**src/rtl/sweep_pkg.sv**
```systemverilog
// Shared types and constants for the triangle-sweep scheduler.
package sweep_pkg;

    localparam int unsigned DefWidth  = 32;
    localparam int unsigned DefDwellW = 8;
    localparam int unsigned DefNswW   = 8;

    localparam int unsigned StateW = 3;

    localparam logic [StateW-1:0] StIdleEnc    = 3'd0;
    localparam logic [StateW-1:0] StRiseEnc    = 3'd1;
    localparam logic [StateW-1:0] StDwellHiEnc = 3'd2;
    localparam logic [StateW-1:0] StFallEnc    = 3'd3;
    localparam logic [StateW-1:0] StDwellLoEnc = 3'd4;

    typedef enum logic [StateW-1:0] {
        StIdle    = StIdleEnc,
        StRise    = StRiseEnc,
        StDwellHi = StDwellHiEnc,
        StFall    = StFallEnc,
        StDwellLo = StDwellLoEnc
    } sweep_state_t;

endpackage

```
**src/rtl/sweep_scheduler_if.sv**
```systemverilog
// Control/status bundle between a sequencer (master) and the sweep scheduler (slave).
interface sweep_scheduler_if
    import sweep_pkg::*;
#(
    parameter int unsigned WIDTH   = DefWidth,
    parameter int unsigned DWELL_W = DefDwellW,
    parameter int unsigned NSW_W   = DefNswW
) ();

    logic               start;
    logic               abort;
    logic [WIDTH-1:0]   lo;
    logic [WIDTH-1:0]   hi;
    logic [DWELL_W-1:0] dwell;
    logic [NSW_W-1:0]   n_sweeps;
    logic [WIDTH-1:0]   q;
    logic               up;
    logic               busy;
    logic               done;
    logic               err;
    logic [NSW_W-1:0]   sweep_cnt;

    modport master (
        output start, abort, lo, hi, dwell, n_sweeps,
        input  q, up, busy, done, err, sweep_cnt
    );

    modport slave (
        input  start, abort, lo, hi, dwell, n_sweeps,
        output q, up, busy, done, err, sweep_cnt
    );

endinterface

```
**src/rtl/sweep_dwell_timer.sv**
```systemverilog
// Dwell down-counter: load in the first hold cycle, expire in the last (len+1 cycles total).
module sweep_dwell_timer #(
    parameter int unsigned DWELL_W = 8
) (
    input  logic               clk,
    input  logic               reset,
    input  logic               load,
    input  logic [DWELL_W-1:0] len,
    output logic               expire
);

    logic [DWELL_W-1:0] r_cnt;

    // r_cnt holds the hold cycles still remaining after the current one.
    always_ff @(posedge clk) begin
        if (reset) begin
            r_cnt <= '0;
        end else if (load) begin
            r_cnt <= (len == '0) ? '0 : len - DWELL_W'(1);
        end else if (r_cnt != '0) begin
            r_cnt <= r_cnt - DWELL_W'(1);
        end
    end

    assign expire = load ? (len == '0) : (r_cnt == '0);

endmodule

```
**src/rtl/sweep_scheduler.sv**
```systemverilog
// Triangle sweep controller: lo->hi->lo runs with dwell at each turning point.
module sweep_scheduler
    import sweep_pkg::*;
#(
    parameter int unsigned WIDTH   = DefWidth,
    parameter int unsigned DWELL_W = DefDwellW,
    parameter int unsigned NSW_W   = DefNswW
) (
    input  logic             clk,
    input  logic             reset,
    sweep_scheduler_if.slave bus
);

    sweep_state_t       r_state;
    logic [WIDTH-1:0]   r_q;
    logic [WIDTH-1:0]   r_lo;
    logic [WIDTH-1:0]   r_hi;
    logic [DWELL_W-1:0] r_dwell;
    logic [NSW_W-1:0]   r_nsw;
    logic [NSW_W-1:0]   r_sweep_cnt;
    logic               r_up;
    logic               r_busy;
    logic               r_done;
    logic               r_err;
    logic               r_tmr_load;

    logic               w_expire;
    logic [WIDTH-1:0]   w_q_inc;
    logic [WIDTH-1:0]   w_q_dec;
    logic [NSW_W-1:0]   w_cnt_inc;
    logic               w_last_sweep;

    assign w_q_inc      = r_q + WIDTH'(1);
    assign w_q_dec      = r_q - WIDTH'(1);
    assign w_cnt_inc    = r_sweep_cnt + NSW_W'(1);
    assign w_last_sweep = (r_nsw != '0) && (w_cnt_inc == r_nsw);

    sweep_dwell_timer #(
        .DWELL_W (DWELL_W)
    ) u_dwell_timer (
        .clk    (clk),
        .reset  (reset),
        .load   (r_tmr_load),
        .len    (r_dwell),
        .expire (w_expire)
    );

    always_ff @(posedge clk) begin
        if (reset) begin
            r_state     <= StIdle;
            r_q         <= '0;
            r_lo        <= '0;
            r_hi        <= '0;
            r_dwell     <= '0;
            r_nsw       <= '0;
            r_sweep_cnt <= '0;
            r_up        <= 1'b1;
            r_busy      <= 1'b0;
            r_done      <= 1'b0;
            r_err       <= 1'b0;
            r_tmr_load  <= 1'b0;
        end else begin
            r_done     <= 1'b0;
            r_err      <= 1'b0;
            r_tmr_load <= 1'b0;
            if (r_state != StIdle && bus.abort) begin
                r_state <= StIdle;
                r_busy  <= 1'b0;
            end else begin
                unique case (r_state)
                    StIdle: begin
                        if (bus.start) begin
                            if (bus.lo >= bus.hi) begin
                                r_done <= 1'b1;
                                r_err  <= 1'b1;
                            end else begin
                                r_lo        <= bus.lo;
                                r_hi        <= bus.hi;
                                r_dwell     <= bus.dwell;
                                r_nsw       <= bus.n_sweeps;
                                r_q         <= bus.lo;
                                r_up        <= 1'b1;
                                r_sweep_cnt <= '0;
                                r_busy      <= 1'b1;
                                r_state     <= StRise;
                            end
                        end
                    end
                    StRise: begin
                        r_q <= w_q_inc;
                        if (w_q_inc == r_hi) begin
                            r_state    <= StDwellHi;
                            r_tmr_load <= 1'b1;
                        end
                    end
                    // Leaving the top dwell already takes the first step down.
                    StDwellHi, StFall: begin
                        if (r_state == StFall || w_expire) begin
                            r_up <= 1'b0;
                            r_q  <= w_q_dec;
                            if (w_q_dec == r_lo) begin
                                r_sweep_cnt <= w_cnt_inc;
                                if (w_last_sweep) begin
                                    r_state <= StIdle;
                                    r_busy  <= 1'b0;
                                    r_done  <= 1'b1;
                                end else begin
                                    r_state    <= StDwellLo;
                                    r_tmr_load <= 1'b1;
                                end
                            end else begin
                                r_state <= StFall;
                            end
                        end
                    end
                    StDwellLo: begin
                        if (w_expire) begin
                            r_up    <= 1'b1;
                            r_state <= StRise;
                        end
                    end
                    default: begin
                        r_state <= StIdle;
                        r_busy  <= 1'b0;
                    end
                endcase
            end
        end
    end

    assign bus.q         = r_q;
    assign bus.up        = r_up;
    assign bus.busy      = r_busy;
    assign bus.done      = r_done;
    assign bus.err       = r_err;
    assign bus.sweep_cnt = r_sweep_cnt;

endmodule

```
**src/flat_wrapper.sv**
```systemverilog
// flat-port wrapper written by rule: the top's interface ports become plain ports
module sweep_scheduler_flat import sweep_pkg::*;
#(
    parameter int unsigned WIDTH   = DefWidth,
    parameter int unsigned DWELL_W = DefDwellW,
    parameter int unsigned NSW_W   = DefNswW
)
  (clk, reset, bus_start, bus_abort, bus_lo, bus_hi, bus_dwell, bus_n_sweeps, bus_q, bus_up, bus_busy, bus_done, bus_err, bus_sweep_cnt);
  sweep_scheduler_if #(.WIDTH(WIDTH), .DWELL_W(DWELL_W), .NSW_W(NSW_W)) bus_i ();
  input  logic clk;
  input  logic reset;
  input wire logic [$bits(bus_i.start)-1:0] bus_start;
  input wire logic [$bits(bus_i.abort)-1:0] bus_abort;
  input wire logic [$bits(bus_i.lo)-1:0] bus_lo;
  input wire logic [$bits(bus_i.hi)-1:0] bus_hi;
  input wire logic [$bits(bus_i.dwell)-1:0] bus_dwell;
  input wire logic [$bits(bus_i.n_sweeps)-1:0] bus_n_sweeps;
  output wire logic [$bits(bus_i.q)-1:0] bus_q;
  output wire logic [$bits(bus_i.up)-1:0] bus_up;
  output wire logic [$bits(bus_i.busy)-1:0] bus_busy;
  output wire logic [$bits(bus_i.done)-1:0] bus_done;
  output wire logic [$bits(bus_i.err)-1:0] bus_err;
  output wire logic [$bits(bus_i.sweep_cnt)-1:0] bus_sweep_cnt;
  assign bus_i.start = bus_start;
  assign bus_i.abort = bus_abort;
  assign bus_i.lo = bus_lo;
  assign bus_i.hi = bus_hi;
  assign bus_i.dwell = bus_dwell;
  assign bus_i.n_sweeps = bus_n_sweeps;
  assign bus_q = bus_i.q;
  assign bus_up = bus_i.up;
  assign bus_busy = bus_i.busy;
  assign bus_done = bus_i.done;
  assign bus_err = bus_i.err;
  assign bus_sweep_cnt = bus_i.sweep_cnt;
  sweep_scheduler #(.WIDTH(WIDTH), .DWELL_W(DWELL_W), .NSW_W(NSW_W)) u_core (.clk(clk), .reset(reset), .bus(bus_i));
endmodule
```
**config.mk**
```make
export PLATFORM = sky130hd
export DESIGN_NAME = sweep_scheduler_flat
export DESIGN_NICKNAME = d
export VERILOG_FILES = /design/src/rtl/sweep_pkg.sv /design/src/rtl/sweep_scheduler_if.sv /design/src/rtl/sweep_dwell_timer.sv /design/src/rtl/sweep_scheduler.sv /design/src/flat_wrapper.sv
export SDC_FILE = /design/constraint.sdc
export NUM_CORES = 1
export LEC_CHECK = 0
export ABC_CLOCK_PERIOD_IN_PS = 3300
export BUFFER_PORTS_ARGS = -buffer_cell sky130_fd_sc_hd__buf_2
export CAP_MARGIN = 20
export CORE_ASPECT_RATIO = 0.5
export CORE_MARGIN = 2
export CORE_UTILIZATION = 50
export DETAILED_ROUTE_END_ITERATION = 8
export GPL_TIMING_DRIVEN = 1
export HOLD_SLACK_MARGIN = 0.02
export PLACE_DENSITY = 0.83
export RECOVER_POWER = 100
export SYNTH_ARGS = -nofsm -noshare
export SYNTH_HDL_FRONTEND = slang
export SYNTH_SLANG_ARGS = --single-unit
```
**constraint.sdc**
```tcl
create_clock -name clk -period 3.3 [get_ports clk]
set_input_delay 0.165 -clock clk [delete_from_list [all_inputs] [get_ports clk]]
set_output_delay 0.165 -clock clk [all_outputs]
set_load 0.02 [all_outputs]
```
Yosys cells after proc, flatten, opt, wreduce, memory -nomap -nowiden
Cells that the tools add are included.
Word-level totals
  bits in registers: 136
  bits in latches: 0
  RAM bits: 0
  memory bits (read-only): 0
  input port bits: 84
  output and inout port bits: 44
  word-level logic and storage cells: 101
  memories: 0
Operators by class
  $add $sub $neg: 5
  $mul: 0
  divide/modulo/power cells: 0
  magnitude comparators: 1
  equal/unequal tests: 14
  shift-type cells: 0
  muxes and demuxes: 41
  bitwise logic cells: 4
  reductions and logical operators: 23
Operators by type and width (number)
  $mux W32: 3
  $pmux W32 S3: 1
  $eq A32 B32 Y1: 2
  $mux W8: 7
  $add A32 B1 Y32 const B: 1
  $ge A32 B32 Y1: 1
  $sub A32 B1 Y32 const B: 1
  $mux W3: 7
  $reduce_and A6 Y1: 3
  $mux W1: 17
  $logic_not A8 Y1: 2
  $pmux W8 S2: 1
  $reduce_bool A8 Y1: 2
  $sub A8 B1 Y8 const B: 2
  $pmux W3 S4: 1
  $ne A2 B1 Y1 const B: 5
  $reduce_and A5 Y1: 2
  $reduce_bool A3 Y1: 3
  $add A8 B1 Y8 const B: 1
  $eq A8 B8 Y1: 1
  $eq A3 B2 Y1 const B: 2
  $pmux W1 S3: 2
  $reduce_or A2 Y1: 3
  $ne A2 B2 Y1 const B: 2
  10 further kinds: 16

Longest topological paths before layout
Gate-level depths: netlist of the first run.
  word-level depth: 7
  gate-level depth with buffers: 14
  mapped depth without buffers: 11

Hierarchy
From an unflattened synthesis of the first run, not the netlist that was laid out.
Second synthesis, totals
  cell total of the unflattened synthesis: 1385
  area, all modules: 10274.9 um2
Modules (own cells, without submodules)
  sweep_scheduler: instances 1, cells an instance 1314, area an instance 9671.8 um2, sequential area each 2562.5 um2
  sweep_dwell_timer: instances 1, cells an instance 71, area an instance 603.1 um2, sequential area each 160.2 um2

Worst setup path after synthesis of the first run
Ideal clock, no wire load.
  path type: register to register
  start: reg u_core.r_q[0], in the netlist u_core.bus.q[0]
  end: reg u_core.r_sweep_cnt[7], in the netlist u_core.bus.sweep_cnt[7]
  library setup time: 0.127 ns
  arrival: 3.477 ns
  required time: 3.173 ns
  slack: -0.303 ns
  cell stages (with the launch flop): 14
  buffers on the path: 2
  period minus slack after synthesis: 3.603 ns
  cell sequence: dfxtp_1 -> buf_6 -> inv_1 -> ha_1 -> nor3b_2 -> nand4_2 -> nor4_1 -> or3b_2 -> o2111ai_1 -> or3_1 -> or3_1 -> buf_2 -> o211a_1 -> or3_1
On the way
  cells in the longest elaborated chain, start to end: 4
RTL lines
  start: declaration: RTL line sweep_scheduler.sv:15  | logic [WIDTH-1:0] r_q;
  start signal: assignment: RTL line sweep_scheduler.sv:81  | r_q <= bus.lo;
  start signal: assignment: RTL line sweep_scheduler.sv:90  | r_q <= w_q_inc;
  start signal: assignment: RTL line sweep_scheduler.sv:100  | r_q <= w_q_dec;
  $sub A32 B1 Y32: RTL line sweep_scheduler.sv:34  | assign w_q_dec = r_q - WIDTH'(1);
  $eq A32 B32 Y1: RTL line sweep_scheduler.sv:101  | if (w_q_dec == r_lo) begin
  $ne A2 B1 Y1 (no line)
  $reduce_and A6 Y1 (no line)
  end signal: assignment: RTL line sweep_scheduler.sv:102  | r_sweep_cnt <= w_cnt_inc;
  end: declaration: RTL line sweep_scheduler.sv:20  | logic [NSW_W-1:0] r_sweep_cnt;
Every way passes these cells.
A chain may end at the register's enable or synchronous reset.

Final worst setup path of the first run
  start: reg u_core.r_q[0], in the netlist u_core.bus.q[0]
  end: reg u_core.r_sweep_cnt[2], in the netlist u_core.bus.sweep_cnt[2]
Same word-level chain as after synthesis.

==> metrics.txt, run 1 <==
Remaining Overflow, GRT 0; number of core rows 36; DR WL/cell 22.1 um; DRC viols 0; Power Density 677 nW/um^2; Max stage delay on crit path 0.40 ns; DIE AREA 21100 um^2; HP Class primary input to flip-flop; fraction of layout cells with a size suffix above 1 24.8%; sequential area share after synthesis 27.4%; outcome finished with violations; violated checks negative setup slack; Fmax 289 MHz; R2R Path End u_core.bus.sweep_cnt[2]; max-slew violations 0; WHS Path Cells 3; final setup margin -0.158 ns; placed cell count 1878; syn nets 1496; Area Growth Syn to Fin 41.6%; footprint of the multi-input gates 6970 um^2; worst slew pin tran 0.851 ns; R2R cell count 12; clock slew at reported path FFs 0.07 ns; vias in the first global route 12300; final hold slack 0.0575 ns; Crit Path Max Fanout 10; via count 12700; synth top area cells dfxtp_1 27%, nand2_1 8.8%, a21oi_1 7.1%, xnor2_1 6.9%, ha_1 4.7%; most used cell, CP buf_4; CTS tree done; largest net degree at the start of global routing 76; Pre-Repair DR Iteration Count 6; flop-to-flop setup slack -0.16 ns; CTS max path bufs 2; Post-synth ARST share 0%; RSZ-0062 raised after global routing true; average footprint of a synthesized cell 7.23 um^2; GRT Util Overall 41.4%; Critical Path RT 3.63 ns; Die Width 203 um; VDD IR-drop max 0.412 mV; CTS root buf clkbuf_16; PortBufs 127; # setup viols final 10; cell taking the most area after synthesis dfxtp_1; Syn Inst Count 1375; Worst Setup End Kind flip-flop; crit path time final 3.46 ns; #FFs+latches synth 136; Layout Nets 1853; Main synth FF type dfxtp_1; Critical Path End u_core.bus.sweep_cnt[2]; kind of critical path flip-flop to flip-flop; Worst Skew 0.0116 ns; initial antenna violation count 0; filler cell count 1482; yosys warns 0; critical path, cell by cell nor4_2, buf_4, nand4_1, buf_4, buf_4, nor3_1, xor2_1, xor2_1, or3_4, or3_4, o211a_1, or3_1; max-capacitance violation count 0; Detailed Place HPWL 31600 um; Initial Util 51.1%; Final Cycle Share 105%; core area 19500 um^2; CTS sink count 136; Reg area 2740 um^2; synth unique cells 80; final hold vios 0; Critical Path Start u_core.bus.q[0]; slowest stage cell, crit path or3_4; # diodes 0; antenna-violating nets left 0; H-tree Lvls 4; WL final 44400 um; Die H 104 um; Mapped Area 9940 um^2; EDFF count, synth 0; GPL Wtd Cong 1.07; final instance area 14100 um^2; Layout Cells excl Fill 2010; cts bufs inserted 17; most common cell after layout, fill and taps aside nand2_1; Area after DPL 12200 um^2; most frequent cells in the layout 231 x nand2_1, 211 x buf_4, 140 x a21oi_1; crit path DAT 3.79 ns; First DRT Iteration DRCs 2005; Pleak 5.83 nW; CP Launch Type flip-flop; Synth top area share 27.4%; Worst slew margin 43.3%; vias per inst 6.30; Ports 128; first-pass GRT wire length 67600 um; Worst-Skew Late Latency 0.45 ns; Reg-to-Reg Start u_core.bus.q[0]
==> cell type report <==
cell class,instances,share of cell area (%)
clock inverters,10,0.818
clock buffers,21,3.42
well taps,266,2.37
multi-input cells,1084,49.5
flip-flops and latches,136,19.5
inverters,57,1.54
repair buffers,436,22.8
==> per-stage QoR <==
step | power (W) | setup WS, ns | TNS (ns) | util [%]
final | 0.00952 | -0.158 | -0.653 | 72.3
after CTS | 0.00911 | -0.0160 | -0.0300 | 71.3
after global routing | 0.00991 | -0.227 | -1.47 | 72.3
after global placement | 0.00671 | -0.291 | -2.11 | 62.8
after detailed placement | 0.00680 | -0.346 | -2.85 | 62.8
after floorplan | 0.00485 | -0.134 | -0.343 | -
==> cells in the mapped netlist (all sizes together) (4+ instances only) <==
cell type,instances
ha,37
mux2i,4
a21oi,140
o21bai,4
or3,14
xor2,37
or3b,4
a22oi,18
o211ai,15
nand2,233
a32oi,15
or2,7
nor3b,6
o21a,5
or4,11
clkbuf,88
a211oi,9
a2bb2oi,7
xnor2,78
o21ai,69
and4,4
o2111ai,9
nor4,28
dfxtp,136
and2,17
and3,11
o22ai,13
a22o,5
a21o,5
nand4,31
nand3,30
a2111oi,9
nor2b,14
o31ai,4
nor2,89
nor3,36
buf,10
nand2b,9
a31oi,13
inv,55
==> critical path: cells and delay by family, from the launching register on <==
family	cells	cell delay [ns]
flops	1	0.37
compound gates	1	0.24
xor+xnor	2	0.45
buf+inv	3	0.54
simple gates	6	1.75
==> what timing repair did <==
action,in CTS,in global routing
setup buffers,20,7
setup endpoints to repair,14,126
gates resized for setup,28,45
hold buffers,78,0
pin swaps,15,20
cloned,0,1
hold endpoints to repair,78,0
==> layer usage <==
layer | GRT usage (%) | up-vias | wire, um
li1 | - | 5626 | -
met1 | 53.4 | 6025 | 17800
met2 | 61.2 | 874 | 18800
met3 | 17.4 | 142 | 6530
met4 | 15.4 | 0 | 1370
met5 | 0 | - | 0
==> how the worst min path moves through the flow <==
stage                            endpoint             from
after floorplan             u_core.bus.up            reset
after global placement    u_core.r_nsw[3]  bus_n_sweeps[3]
after detailed placement  u_core.r_nsw[5]  bus_n_sweeps[5]
after CTS                 u_core.r_lo[23]       bus_lo[23]
after global routing      u_core.r_lo[23]       bus_lo[23]
final                     u_core.r_lo[19]       bus_lo[19]
==> flip-flops by register name, indices dropped and copies added (netlist names) <==
name / flops
u_core.bus.q: 32
u_core.r_hi: 32
u_core.r_lo: 32
u_core.bus.sweep_cnt: 8
u_core.r_dwell: 8
u_core.r_nsw: 8
u_core.u_dwell_timer.r_cnt: 8
u_core.r_state: 3
u_core.bus.busy: 1
u_core.bus.done: 1
u_core.bus.err: 1
u_core.bus.up: 1
u_core.r_tmr_load: 1
==> power by group <==
group	total (W)	leakage, nW	internal (W)	switching (W)
Clock	0.00198	0.299	0.00119	0.000784
Sequential	0.00217	1.12	0.00190	0.000277
Combinational	0.00537	4.42	0.00232	0.00306
Total	0.00952	5.83	0.00541	0.00412
==> cells by family (layout without fill, tap and decap cells) <==
kind of cell / Yosys count / in the layout / share of synthesized area (%)
buffers and inverters: 155 / 524 / 6.03
multiplexers: 5 / 5 / 0.516
XOR/XNOR: 116 / 116 / 10.4
flip-flops: 136 / 136 / 27.4
AND/OR/NAND/NOR: 553 / 553 / 27.2
adder cells (fa/ha/maj): 37 / 37 / 4.66
AO/OA/AOI/OAI: 373 / 373 / 23.8
Note: power is estimated with default switching activity, not from simulation.
==> run 2: changes to the inputs <==
ABC_AREA = 1   (was not set)
CTS_CLUSTER_DIAMETER = 120   (was not set)
==> run 2 against run 1 <==
Net effect:
- the flow now finishes without violations
- worst hold slack worse by 0.043 ns
- clock-buffer cell count unchanged
- clock skew down 0.0014 ns
- via count down 6.3%
- register-to-register slack better by 0.23 ns
- combinational power up 3.9%
- synthesized cell count up 25%
- die area up 2.7%
- fmax up 7.3%
- core utilization down 13 points
- first-iteration DRC count down 41%
- largest power group unchanged
==> metrics.txt, run 2 <==
logic gate share of total power 55.5% (-0.9 points); CTS max path bufs 2 (unchanged); Worst slew margin 36.1% (-7.2 points); #FFs+latches synth 136 (unchanged); sequential share of power 26.3% (+3.5 points); CTS root buf clkbuf_16; kind of critical path flip-flop to flip-flop; syn nets 1834 (+23%); DR WL/cell 16.3 um (-26%); first-pass GRT wire length 55600 um (-18%); Setup TNS Final 0 ns (+0.653 ns); max-capacitance violation count 0 (unchanged); antenna-violating nets left 0 (unchanged); crit path time final 3.22 ns (-0.235 ns); Syn Inst Count 1713 (+25%); R2R cell count 16 (+4); cts bufs inserted 17 (unchanged); Mapped Area 10200 um^2 (+2.8%); outcome completed; DRC viols 0 (unchanged); PortBufs 127 (unchanged); Clk network pwr share 18.2% (-2.6 points); GPL Wtd Cong 1.06 (-0.30%); HP Class primary input to flip-flop; WHS Path Cells 3 (unchanged); synth top area cells dfxtp_1 27%, nand2_1 18%, a21oi_1 7.9%, inv_1 7.7%, nor2_1 7.2%; Ports 128 (unchanged); Layout Nets 1965 (+6.0%); Pleak 5.42 nW (-7.0%); Remaining Overflow, GRT 0 (unchanged); Main synth FF type dfxtp_1; GRT Util Overall 32.8% (-8.6 points); most frequent cells in the layout 493 x nand2_1, 209 x inv_1, 196 x nor2_1; max-slew violations 0 (unchanged); DIE AREA 21700 um^2 (+2.7%); most common cell after layout, fill and taps aside nand2_1; Post-synth ARST share 0% (unchanged); internal power 0.00490 W (-9.3%); crit path DAT 3.59 ns (-0.20 ns); core area 19700 um^2 (+1.4%); Tot Pwr 0.0101 W (+5.6%); H-tree Lvls 4 (unchanged); yosys warns 0 (unchanged); fraction of layout cells with a size suffix above 1 9.91% (-15 points); switching share of total power 51.2% (+8.0 points); synth unique cells 48 (-40%); Crit Path Max Fanout 8 (-2); most instantiated cells after synthesis 492 x nand2_1, 209 x inv_1, 196 x nor2_1; Worst Skew 0.0102 ns (-0.00138 ns); Power Density 853 nW/um^2 (+26%); RSZ-0062 raised after global routing false; CTS tree done; Synth top area share 26.7% (-0.74 points); CTS sink count 136 (unchanged); sequential area share after synthesis 26.7% (-0.74 points); average footprint of a synthesized cell 5.96 um^2 (-18%); Critical Path RT 3.67 ns (+0.04 ns); cell taking the most area after synthesis dfxtp_1; vias in the first global route 10800 (-12%); EDFF count, synth 0 (unchanged); number of core rows 36 (unchanged); First DRT Iteration DRCs 1188 (-41%); vias per inst 5.59 (-11%); Pre-Repair DR Iteration Count 5 (-1); Area Growth Syn to Fin 15.4%; Die H 105 um (+1.3%); WL final 34700 um (-22%); CP Launch Type flip-flop; worst slew pin tran 0.958 ns (+0.107 ns); initial antenna violation count 2 (+2); most frequent cell after synthesis nand2_1; Worst-Skew Late Latency 0.44 ns (about the same); VDD IR-drop max 0.477 mV (+16%); # setup viols final 0 (-10); Initial Util 51.8% (+0.70 points); largest net degree at the start of global routing 121 (+59%); Die Width 206 um (+1.3%); Fmax 310 MHz (+7.3%); Final Cycle Share 97.7% (-7.1 points); # diodes 0 (unchanged); via count 11900 (-6.3%); switching pwr 0.00515 W (+25%); final hold vios 0 (unchanged); Worst Setup End Kind flip-flop; clock slew at reported path FFs 0.06 ns (about the same); Detailed Place HPWL 26600 um (-16%)
==> run 2: cell types whose count changed in the layout (fill, tap and decap cells not counted), moves of 51 or more <==
| cell | previous run | this run |
|---|---|---|
| buf_4 | 211 | 20 |
| nand2_1 | 231 | 493 |
| xnor2_1 | 76 | 6 |
| inv_1 | 53 | 209 |
| nand3_1 | 28 | 123 |
| o21ai_0 | 62 | 113 |
| dlygate4sd3_1 | 78 | 15 |
| nor2_1 | 86 | 196 |
==> run 2: cell families after synthesis <==
family,Yosys count,synth area share [%]
DFF,136,26.7
xor gates and xnor gates,31,2.93
adders and majority gates,37,4.53
AOI/OAI and AO/OA,324,17.1
buffers and inverters,271,10.3
and+or+nand+nor,914,38.5
==> run 2: cell type report <==
type	instances	area [um^2]
clock inverter	11	91.3
fill	1983	7940
tap	266	333
multi-input combinational	1306	6430
sequential	136	2720
inverter	213	801
clock buffer	21	460
timing repair buffer	170	948
==> run 2: what timing repair did <==
item	4_1_cts	5_1_grt
endpoints found under the hold margin	15	0
setup buffers	0	0
gates resized for setup	0	0
hold buffers	15	0
==> run 2: worst max-delay path, cell delays in order, from the launching register on <==
cell and delay, ns:
dfxtp_1 0.63, nand2_1 0.17, nor2_1 0.29, nand2_2 0.21, nor2_1 0.28, nand3_1 0.17, nand3_1 0.11, nand2_1 0.06
nor2_1 0.09, nand2_1 0.06, nor2_1 0.37, nand3_1 0.20, nand2_1 0.16, nand3_4 0.11, nand2_1 0.08, nand2_1 0.05
nor2_1 0.12
==> run 2: metal layers <==
layer	global-route usage, %	vias to the layer above	wire, um
met5	0	-	0
li1	-	5828	-
met4	9.49	0	832
met1	45.6	5400	15700
met2	50.0	573	14700
met3	7.95	74	3520
==> run 2: per-stage QoR <==
step	instances	utilization (%)	area [um^2]	hold slack (ns)	setup slack, ns
after floorplan	1713	-	10200	0.322	0.872
after global placement	2076	56.7	11200	0.440	0.458
after detailed placement	2076	56.7	11200	0.448	0.423
after CTS	2123	60.3	11900	0.0204	0.393
after global routing	2123	59.7	11800	0.0260	0.00677
final	2123	59.7	11800	0.0146	0.0771
==> run 2: worst paths after layout <==
check | startpoint | to | slack, ns
setup / recovery | u_core.bus.q[7] | u_core.r_state[0] | 0.08
setup reg to reg | u_core.bus.q[7] | u_core.r_state[0] | 0.08
hold / removal | bus_n_sweeps[2] | u_core.r_nsw[2] | 0.01
hold reg to reg | u_core.r_lo[23] | u_core.r_lo[23] | 0.46
==> run 2: power by group through the flow <==
stage	Clock [W]	Sequential, W	Combinational, W
CTS	0.00183	0.00262	0.00554
global route	0.00192	0.00270	0.00619
global placement	0	0.00265	0.00542
finish	0.00183	0.00265	0.00558
detailed placement	0	0.00265	0.00548
floorplan	0	0.00266	0.00385
==> run 3: changes to the inputs <==
CORE_ASPECT_RATIO = 0.6   (was 0.5)
==> run 3 against run 2 <==
Net effect:
- combinational power is 5.9% higher
- flip-flop and latch count did not move
- worst hold slack improved by 0.012 ns
- critical endpoint is now u_core.bus.q[10]
- routed wire length rose by 11%
- cell area up 2.5%
- global-route usage grew 2.7 points
- largest cell class unchanged
==> metrics.txt, run 3 (same netlist as run 2, synthesis figures left out) <==
outcome completed; Worst slew margin 23.4% (-13 points); CP Launch Type primary input; Pleak 5.62 nW (+3.6%); cts bufs inserted 17 (unchanged); H-tree Lvls 4 (unchanged); HP Class primary input to flip-flop; First DRT Iteration DRCs 1517 (+28%); Die Width 189 um (-8.5%); RSZ-0062 raised after global routing false; crit path time final 3.13 ns (-0.0905 ns); antenna-violating nets left 0 (unchanged); Layout Nets 1997 (+1.6%); CTS tree done; VDD IR-drop max 0.486 mV (+1.9%); largest net degree at the start of global routing 89 (-26%); Worst Skew 0.0106 ns (+0.000328 ns); Die H 115 um (+9.2%); Remaining Overflow, GRT 0 (unchanged); Area Growth Syn to Fin 18.2%; DRC viols 0 (unchanged); crit path DAT 3.50 ns (-0.09 ns); # diodes 0 (unchanged); DIE AREA 21600 um^2 (-0.15%); max-slew violations 0 (unchanged); Final Cycle Share 94.9% (-2.7 points); max-capacitance violation count 0 (unchanged); clock slew at reported path FFs 0.06 ns (about the same); worst slew pin tran 1.15 ns (+0.190 ns); most frequent cells in the layout 493 x nand2_1, 209 x inv_1, 196 x nor2_1; Setup TNS Final 0 ns (unchanged); hold_sp bus_hi[12]; Initial Util 51.0% (-0.75 points); CTS sink count 136 (unchanged); GPL Wtd Cong 1.02 (-3.7%); Ports 128 (unchanged); initial antenna violation count 0 (-2); R2R Path End u_core.bus.sweep_cnt[3]; most common cell after layout, fill and taps aside nand2_1; fraction of layout cells with a size suffix above 1 11.7% (+1.8 points); flop-to-flop setup slack 0.23 ns (+0.15 ns); WL final 38500 um (+11%); PortBufs 127 (unchanged); core area 20000 um^2 (+1.5%); post-CTS repair timing setup buffer count 0 (unchanged); CTS root buf clkbuf_16; Reg-to-Reg Start u_core.bus.q[8]; DR WL/cell 17.8 um (+8.8%); Critical Path RT 3.66 ns (about the same); Pre-Repair DR Iteration Count 6 (+1); kind of critical path primary input to flip-flop; vias per inst 5.63 (+0.68%); Final Util 60.3% (+0.58 points); R2R cell count 18 (+2); via count 12200 (+2.5%); final hold vios 0 (unchanged); Detailed Place HPWL 29700 um (+12%); GRT Util Overall 35.4% (+2.7 points); Hold Path End u_core.r_hi[12]; filler cell count 1969 (-0.71%); Crit Path Max Fanout 30 (+22); # setup viols final 0 (unchanged); Worst-Skew Late Latency 0.44 ns (about the same); Power Density 863 nW/um^2 (+1.1%); number of core rows 40 (+11%); WHS Path Cells 3 (unchanged); CTS max path bufs 2 (unchanged); first-pass GRT wire length 58900 um (+5.9%); Worst Setup End Kind flip-flop; vias in the first global route 10800 (+0.028%); Fmax 319 MHz (+2.9%)
run 3: changes by cell type in the layout (fill, tap and decap cells not counted), moves of 2 or more:
| cell | previous run | this run |
|---|---|---|
| buf_4 | 20 | 46 |
| buf_2 | 83 | 89 |
| clkbuf_1 | 50 | 44 |
| clkinv_2 | 1 | 7 |
| clkinv_4 | 4 | 0 |
| dlygate4sd3_1 | 15 | 18 |
| buf_12 | 2 | 4 |
| inv_6 | 3 | 1 |
run 3: metal layers:
layer	part of all wire, %	wire length (um)	GRT usage (%)	vias to the layer above
met2	39	14800	48.8	691
met3	14	5370	12.0	62
li1	-	-	-	5918
met1	46	17500	52.0	5504
met4	1.8	708	9.43	0
met5	0	0	0	-
run 3: layout make-up:
type	count	area [um^2]	share of cell area [%]
Clock buffer	19	453	3.75
Clock inverter	13	104	0.860
Inverter	213	800	6.62
Multi-Input combinational cell	1306	6430	53.3
Sequential cell	136	2720	22.5
Tap cell	273	342	2.83
Timing Repair Buffer	202	1220	10.1
run 3: worst max-delay path: stages:
cell           delay, ns
dlygate4sd3_1       0.54
buf_2               0.11
inv_1               0.04
ha_1                0.31
nand4_1             0.22
nor4_2              0.48
nand4_1             0.34
nand3_1             0.30
nand2_1             0.08
nand3b_1            0.14
buf_4               0.38
o21ai_0             0.16
a21oi_1             0.20
run 3: how the worst max path moves through the flow:
stage | to | cells after the start | slack (ns) | startpoint
after detailed placement | u_core.r_hi[11] | 10 | 0.08 | bus_lo[27]
final | u_core.bus.q[10] | 13 | 0.17 | bus_hi[31]
after global placement | u_core.r_hi[11] | 10 | 0.01 | bus_lo[27]
after CTS | u_core.bus.q[10] | 13 | 0.08 | bus_hi[31]
after floorplan | u_core.bus.sweep_cnt[0] | 21 | 0.87 | u_core.bus.q[0]
after global routing | u_core.bus.sweep_cnt[3] | 19 | 0.02 | u_core.bus.q[0]
run 3: where the power goes:
part / leakage [nW] / internal [W] / switching, W / total (W)
combinational: 4.23 / 0.00189 / 0.00401 / 0.00591
clock: 0.270 / 0.00107 / 0.000795 / 0.00186
sequential: 1.12 / 0.00211 / 0.000535 / 0.00265
total: 5.62 / 0.00507 / 0.00534 / 0.0104
run 3: what timing repair did:
action / in CTS / in global routing
hold buffers: 18 / 0
endpoints found under the hold margin: 18 / 0
resized for setup: 0 / 1
setup endpoints to repair: 0 / 107
run 3: per-stage QoR:
stage               hold slack [ns]  setup slack, ns  power (W)  area, um^2  cells
floorplan                     0.322            0.872    0.00651       10200   1713
global placement              0.436           0.0109    0.00829       11400   2111
detailed placement            0.454           0.0806    0.00838       11400   2111
CTS                          0.0214           0.0764     0.0103       12100   2161
global route                 0.0280           0.0227     0.0111       12100   2162
finish                       0.0264            0.168     0.0104       12100   2162
